## config.mk

```make
export PLATFORM = sky130hd
export DESIGN_NAME = gate_bist
export DESIGN_NICKNAME = d
export VERILOG_FILES = /design/src/rtl/gate_pkg.sv /design/src/rtl/gate_ref.sv /design/src/rtl/gate_bist.sv
export SDC_FILE = /design/constraint.sdc
export NUM_CORES = 1
export LEC_CHECK = 0
export ABC_AREA = 1
export BUFFER_PORTS_ARGS = -buffer_cell sky130_fd_sc_hd__buf_2
export CAP_MARGIN = 20
export CORE_UTILIZATION = 29
export CTS_CLUSTER_SIZE = 40
export DETAILED_ROUTE_END_ITERATION = 6
export MAX_ROUTING_LAYER = met4
export SETUP_SLACK_MARGIN = 0.15
export SLEW_MARGIN = 20
export SYNTH_ARGS = -nofsm -noshare
export SYNTH_HDL_FRONTEND = slang
export SYNTH_SLANG_ARGS = --single-unit
```

## constraint.sdc

```tcl
create_clock -name clk -period 2 [get_ports clk]
set_input_delay 0.6 -clock clk [delete_from_list [all_inputs] [get_ports clk]]
set_output_delay 0.6 -clock clk [all_outputs]
set_load 0.01 [all_outputs]
```

## src/rtl/gate_pkg.sv

```systemverilog
// rtl/gate_pkg.sv - shared gate mode and BIST state encodings
// Contents: MODE_* gate function codes, state_e FSM encoding, mode_legal() helper.
package gate_pkg;

    localparam logic [2:0] MODE_AND  = 3'd0;
    localparam logic [2:0] MODE_OR   = 3'd1;
    localparam logic [2:0] MODE_XOR  = 3'd2;
    localparam logic [2:0] MODE_NAND = 3'd3;
    localparam logic [2:0] MODE_NOR  = 3'd4;
    localparam logic [2:0] MODE_XNOR = 3'd5;

    typedef enum logic [1:0] {
        ST_IDLE  = 2'd0,
        ST_SWEEP = 2'd1,
        ST_DRAIN = 2'd2,
        ST_DONE  = 2'd3
    } state_e;

    // Codes 6 and 7 are reserved.
    function automatic logic mode_legal(input logic [2:0] m);
        return (m <= MODE_XNOR);
    endfunction

endpackage

```

## src/rtl/gate_ref.sv

```systemverilog
// rtl/gate_ref.sv - combinational N_IN-input reference gate selected by mode
// Ports: mode_i (gate function), a_i (N_IN inputs), y_o (reduction result; 0 for reserved modes).
module gate_ref
    import gate_pkg::*;
#(
    parameter int N_IN = 2
) (
    input  logic [2:0]      mode_i,
    input  logic [N_IN-1:0] a_i,
    output logic            y_o
);

    always_comb begin
        y_o = 1'b0;
        case (mode_i)
            MODE_AND:  y_o = &a_i;
            MODE_OR:   y_o = |a_i;
            MODE_XOR:  y_o = ^a_i;
            MODE_NAND: y_o = ~&a_i;
            MODE_NOR:  y_o = ~|a_i;
            MODE_XNOR: y_o = ~^a_i;
            default:   y_o = 1'b0;
        endcase
    end

endmodule

```

## src/rtl/gate_bist.sv

```systemverilog
// rtl/gate_bist.sv - exhaustive sweep BIST for an N_IN-input logic gate
// Ports: clk, rst_n (async active-low), start/mode (sweep request), stim/dut_y (gate under test),
//        busy/done/pass (status), err_cnt/fail_vec/fail_vld (mismatch results).
module gate_bist
    import gate_pkg::*;
#(
    parameter int N_IN    = 2,
    parameter int LATENCY = 0
) (
    input  logic            clk,
    input  logic            rst_n,
    input  logic            start,
    input  logic [2:0]      mode,
    output logic [N_IN-1:0] stim,
    input  logic            dut_y,
    output logic            busy,
    output logic            done,
    output logic            pass,
    output logic [N_IN:0]   err_cnt,
    output logic [N_IN-1:0] fail_vec,
    output logic            fail_vld
);

    localparam logic [1:0] DRAIN_LAST = (LATENCY > 0) ? 2'(LATENCY - 1) : 2'd0;

    state_e          state_q;
    logic [N_IN-1:0] vec_q;
    logic [2:0]      mode_q;
    logic            bad_mode_q;
    logic [1:0]      drain_q;
    logic [N_IN:0]   err_q;
    logic [N_IN-1:0] fail_vec_q;
    logic            fail_vld_q;

    logic            in_sweep;
    logic            exp_now;
    logic            exp_dly;
    logic            vld_dly;
    logic [N_IN-1:0] stim_dly;
    logic            mismatch;

    assign in_sweep = (state_q == ST_SWEEP);
    assign stim     = in_sweep ? vec_q : '0;
    assign busy     = in_sweep || (state_q == ST_DRAIN);
    assign done     = (state_q == ST_DONE);
    assign pass     = done && !bad_mode_q && (err_q == '0);
    assign err_cnt  = err_q;
    assign fail_vec = fail_vec_q;
    assign fail_vld = fail_vld_q;

    gate_ref #(.N_IN(N_IN)) u_ref (
        .mode_i (mode_q),
        .a_i    (vec_q),
        .y_o    (exp_now)
    );

    // Expected value, valid and stimulus copy travel together so that the
    // compare lines up with the gate response LATENCY cycles later.
    generate
        if (LATENCY == 0) begin : g_nodly
            assign exp_dly  = exp_now;
            assign vld_dly  = in_sweep;
            assign stim_dly = stim;
        end else begin : g_dly
            logic            exp_pipe_q  [LATENCY];
            logic            vld_pipe_q  [LATENCY];
            logic [N_IN-1:0] stim_pipe_q [LATENCY];

            always_ff @(posedge clk or negedge rst_n) begin
                if (!rst_n) begin
                    for (int i = 0; i < LATENCY; i++) begin
                        exp_pipe_q[i]  <= 1'b0;
                        vld_pipe_q[i]  <= 1'b0;
                        stim_pipe_q[i] <= '0;
                    end
                end else begin
                    exp_pipe_q[0]  <= exp_now;
                    vld_pipe_q[0]  <= in_sweep;
                    stim_pipe_q[0] <= stim;
                    for (int i = 1; i < LATENCY; i++) begin
                        exp_pipe_q[i]  <= exp_pipe_q[i-1];
                        vld_pipe_q[i]  <= vld_pipe_q[i-1];
                        stim_pipe_q[i] <= stim_pipe_q[i-1];
                    end
                end
            end

            assign exp_dly  = exp_pipe_q[LATENCY-1];
            assign vld_dly  = vld_pipe_q[LATENCY-1];
            assign stim_dly = stim_pipe_q[LATENCY-1];
        end
    endgenerate

    assign mismatch = vld_dly && (dut_y != exp_dly);

    always_ff @(posedge clk or negedge rst_n) begin
        if (!rst_n) begin
            state_q    <= ST_IDLE;
            vec_q      <= '0;
            mode_q     <= MODE_AND;
            bad_mode_q <= 1'b0;
            drain_q    <= 2'd0;
            err_q      <= '0;
            fail_vec_q <= '0;
            fail_vld_q <= 1'b0;
        end else begin
            // Valid compares only occur in SWEEP/DRAIN, so this never
            // collides with the clearing done by an accepted start below.
            if (mismatch) begin
                err_q <= err_q + 1'b1;
                if (!fail_vld_q) begin
                    fail_vec_q <= stim_dly;
                    fail_vld_q <= 1'b1;
                end
            end

            case (state_q)
                ST_IDLE, ST_DONE: begin
                    if (start) begin
                        mode_q     <= mode;
                        err_q      <= '0;
                        fail_vec_q <= '0;
                        fail_vld_q <= 1'b0;
                        vec_q      <= '0;
                        if (mode_legal(mode)) begin
                            bad_mode_q <= 1'b0;
                            state_q    <= ST_SWEEP;
                        end else begin
                            bad_mode_q <= 1'b1;
                            state_q    <= ST_DONE;
                        end
                    end
                end
                ST_SWEEP: begin
                    vec_q <= vec_q + 1'b1;
                    if (vec_q == '1) begin
                        drain_q <= 2'd0;
                        state_q <= (LATENCY == 0) ? ST_DONE : ST_DRAIN;
                    end
                end
                ST_DRAIN: begin
                    drain_q <= drain_q + 2'd1;
                    if (drain_q == DRAIN_LAST) begin
                        state_q <= ST_DONE;
                    end
                end
                default: state_q <= ST_IDLE;
            endcase
        end
    end

endmodule

```

==> impl_metrics.env <==
export IMPL_regArea_um2=400
export IMPL_die_area_mm2=0.00366
export IMPL_multi_input_area_um2=528
export IMPL_arrival_ns=1.27
export IMPL_worst_path_max_fanout=4
export IMPL_synthTopCellsByCount="nand2_1, inv_1, dfrtp_1"
export IMPL_worstMarginPinSlew_ns=0.373
export IMPL_drc=0
export IMPL_synth_edf_count=0
export IMPL_core_area_mm2=0.00315
export IMPL_gp_congestion=0.748
export IMPL_final_core_util_pct=40.1
export IMPL_critical_path_class="register to output pin"
export IMPL_viasPerCell=4.40
export IMPL_synth_ff_type="dfrtp_1"
export IMPL_r2r_start="state_q[0]$_DFFE_PN0P_"
export IMPL_min_delay_path_class="primary input to asynchronous set/reset pin"
export IMPL_power_density_mw_per_mm2=1350
export IMPL_place_area_mm2=0.00113
export IMPL_cts_buffers=3
export IMPL_synth_seq_cells=16
export IMPL_endpoint_kind="output pin"
export IMPL_wl_per_cell_um=10.8
export IMPL_yosysTopAreaCell="dfrtp_1"
export IMPL_grt_pass1_wl_um=3750
export IMPL_period_share_pct=93.3
export IMPL_hold_viol=0
export IMPL_syn_inst=124
export IMPL_yosysTopAreaCellShare_pct=40.4
export IMPL_synthToLayoutAreaGrowth_pct=27.5
export IMPL_synth_distinct_cells=22
export IMPL_async_flop_share_pct=100
export IMPL_postCtsHoldBufs=0
export IMPL_post_dp_hpwl_um=1540
export IMPL_fin_area_mm2=0.00126
export IMPL_die_x_um=60.5
export IMPL_critPathLaunchType="register"
export IMPL_synthMostInstantiatedCell="nand2_1"
export IMPL_drt_initial_drc_count=27
export IMPL_slew_limit_headroom_pct=75.1
export IMPL_worstPathRequired_ns=1.40
export IMPL_synthTopCellsByArea="dfrtp_1, ha_1, nand2_1"
export IMPL_ctsLongestPathBuffers=2
export IMPL_grt_max_degree=17
export IMPL_fillers=347
export IMPL_syn_avg_cell_area_um2=8.00
export IMPL_cts_tree="yes"
export IMPL_ir_drop_uv=619
export IMPL_max_freq_mhz=536
export IMPL_dr_total_vias=862
export IMPL_power_leakage_nw=0.644
export IMPL_min_period_ns=1.87
export IMPL_antenna_found_initial=0
export IMPL_rows=20
export IMPL_routed_wl_um=2110
export IMPL_io_buffers=17
export IMPL_drv_cap=0
export IMPL_tns_ns=0
export IMPL_yosysSeqAreaShare_pct=40.4
export IMPL_synth_area_um2=992
export IMPL_clock_latency_ns=0.29
export IMPL_cts_htree_levels=1
export IMPL_cts_sinks=16
export IMPL_num_io_pins=18
export IMPL_maxSlewViolCount=0
export IMPL_syn_nets=139
export IMPL_start_util_pct=31.5
export IMPL_ant_nets=0
export IMPL_whs_ns=0.207
export IMPL_gr_usage_all_layers_pct=14.2
export IMPL_setup_viol=0
export IMPL_grt_pass1_vias=841
export IMPL_status="finished clean"
export IMPL_finalClockSkew_ns=0.00454
export IMPL_diodes=0
export IMPL_root_buffer="clkbuf_4"
export IMPL_die_h_um=60.5
export IMPL_drt_first_pass_iters=4
export IMPL_critPathLaunch="state_q[0]$_DFFE_PN0P_"
export IMPL_nets=168
export IMPL_drive_gt1_share_pct=38.8
export IMPL_clk_pin_slew_ns=0.10
export IMPL_yosysWarnings=0
export IMPL_rsz0062_at_grt="true"
export IMPL_grt_overflow_total=0
worst paths after layout:
check	slack (ns)	end	cells past startpoint
setup / recovery	0.13	stim[1]	5
hold / removal	0.21	state_q[0]$_DFFE_PN0P_	1
setup reg to reg	0.26	state_q[1]$_DFFE_PN0P_	11
hold reg to reg	0.53	bad_mode_q$_DFFE_PN0P_	2
max in group asynchronous	1.52	err_cnt[2]$_DFF_PN0_	1
min in group clk	0.51	mode_q[0]$_DFFE_PN0P_	3
flip-flops by register name, indices dropped and copies added (netlist names):
signal and cells:
vec_q 2, bad_mode_q 1, err_cnt 3, state_q 2, drain_q 2, fail_vec 2
fail_vld 1, mode_q 3
per-stage QoR:
step                      cells  setup slack (ns)  power, mW
after floorplan             124             0.449       1.14
after global placement      185             0.368       1.33
after detailed placement    185             0.339       1.36
after CTS                   194             0.140       1.66
after global routing        196            0.0718       1.89
final                       196             0.133       1.71
metal layers:
metal	part of all wire (%)	global-route usage, %
met2	47	21.8
met3	3.9	2.56
met5	0	-
met1	48	18.4
met4	1.5	5.84
kinds of logic after synthesis:
logic type | share of synthesized area [%]
buffers and inverters | 10.5
AO/OA/AOI/OAI | 10.7
flip-flops | 40.4
adder cells (fa/ha/maj) | 10.1
AND/OR/NAND/NOR | 28.4
where the power goes:
part	internal, mW	switching [mW]	total, mW	leakage (nW)
Clock	0.111	0.107	0.218	0.0210
Combinational	0.409	0.566	0.975	0.420
Sequential	0.422	0.0945	0.516	0.203
Total	0.942	0.768	1.71	0.644
worst max-delay path, cell delays in order (launching register included):
cell,delay (ns)
dfrtp_1,0.44
buf_6,0.14
ha_4,0.16
nand2_2,0.07
inv_1,0.03
buf_2,0.13
cell usage in the layout (no fill, tap or decap), types with 3 or more instances in the layout:
cell,instances
a21oi_1,5
ha_1,5
o21ai_0,11
buf_2,16
nor2_2,4
nand2_2,5
buf_4,7
dfrtp_1,16
nor2_1,9
clkbuf_4,3
nand3_1,6
nand3_2,4
inv_1,14
nand2_1,22
inv_2,9
layout make-up:
type,count,share of cell area (%)
Inverter,24,7.12
Clock buffer,4,2.87
Sequential cell,16,31.7
Tap cell,44,4.35
Multi-Input combinational cell,83,41.7
Timing Repair Buffer,25,12.3
repair_timing:
item | 4_1_cts | 5_1_grt
endpoints found under the setup margin | 4 | 5
pin swaps | 0 | 3
setup buffers | 5 | 2
resized for setup | 4 | 10
(Power assumes the default switching activity.)
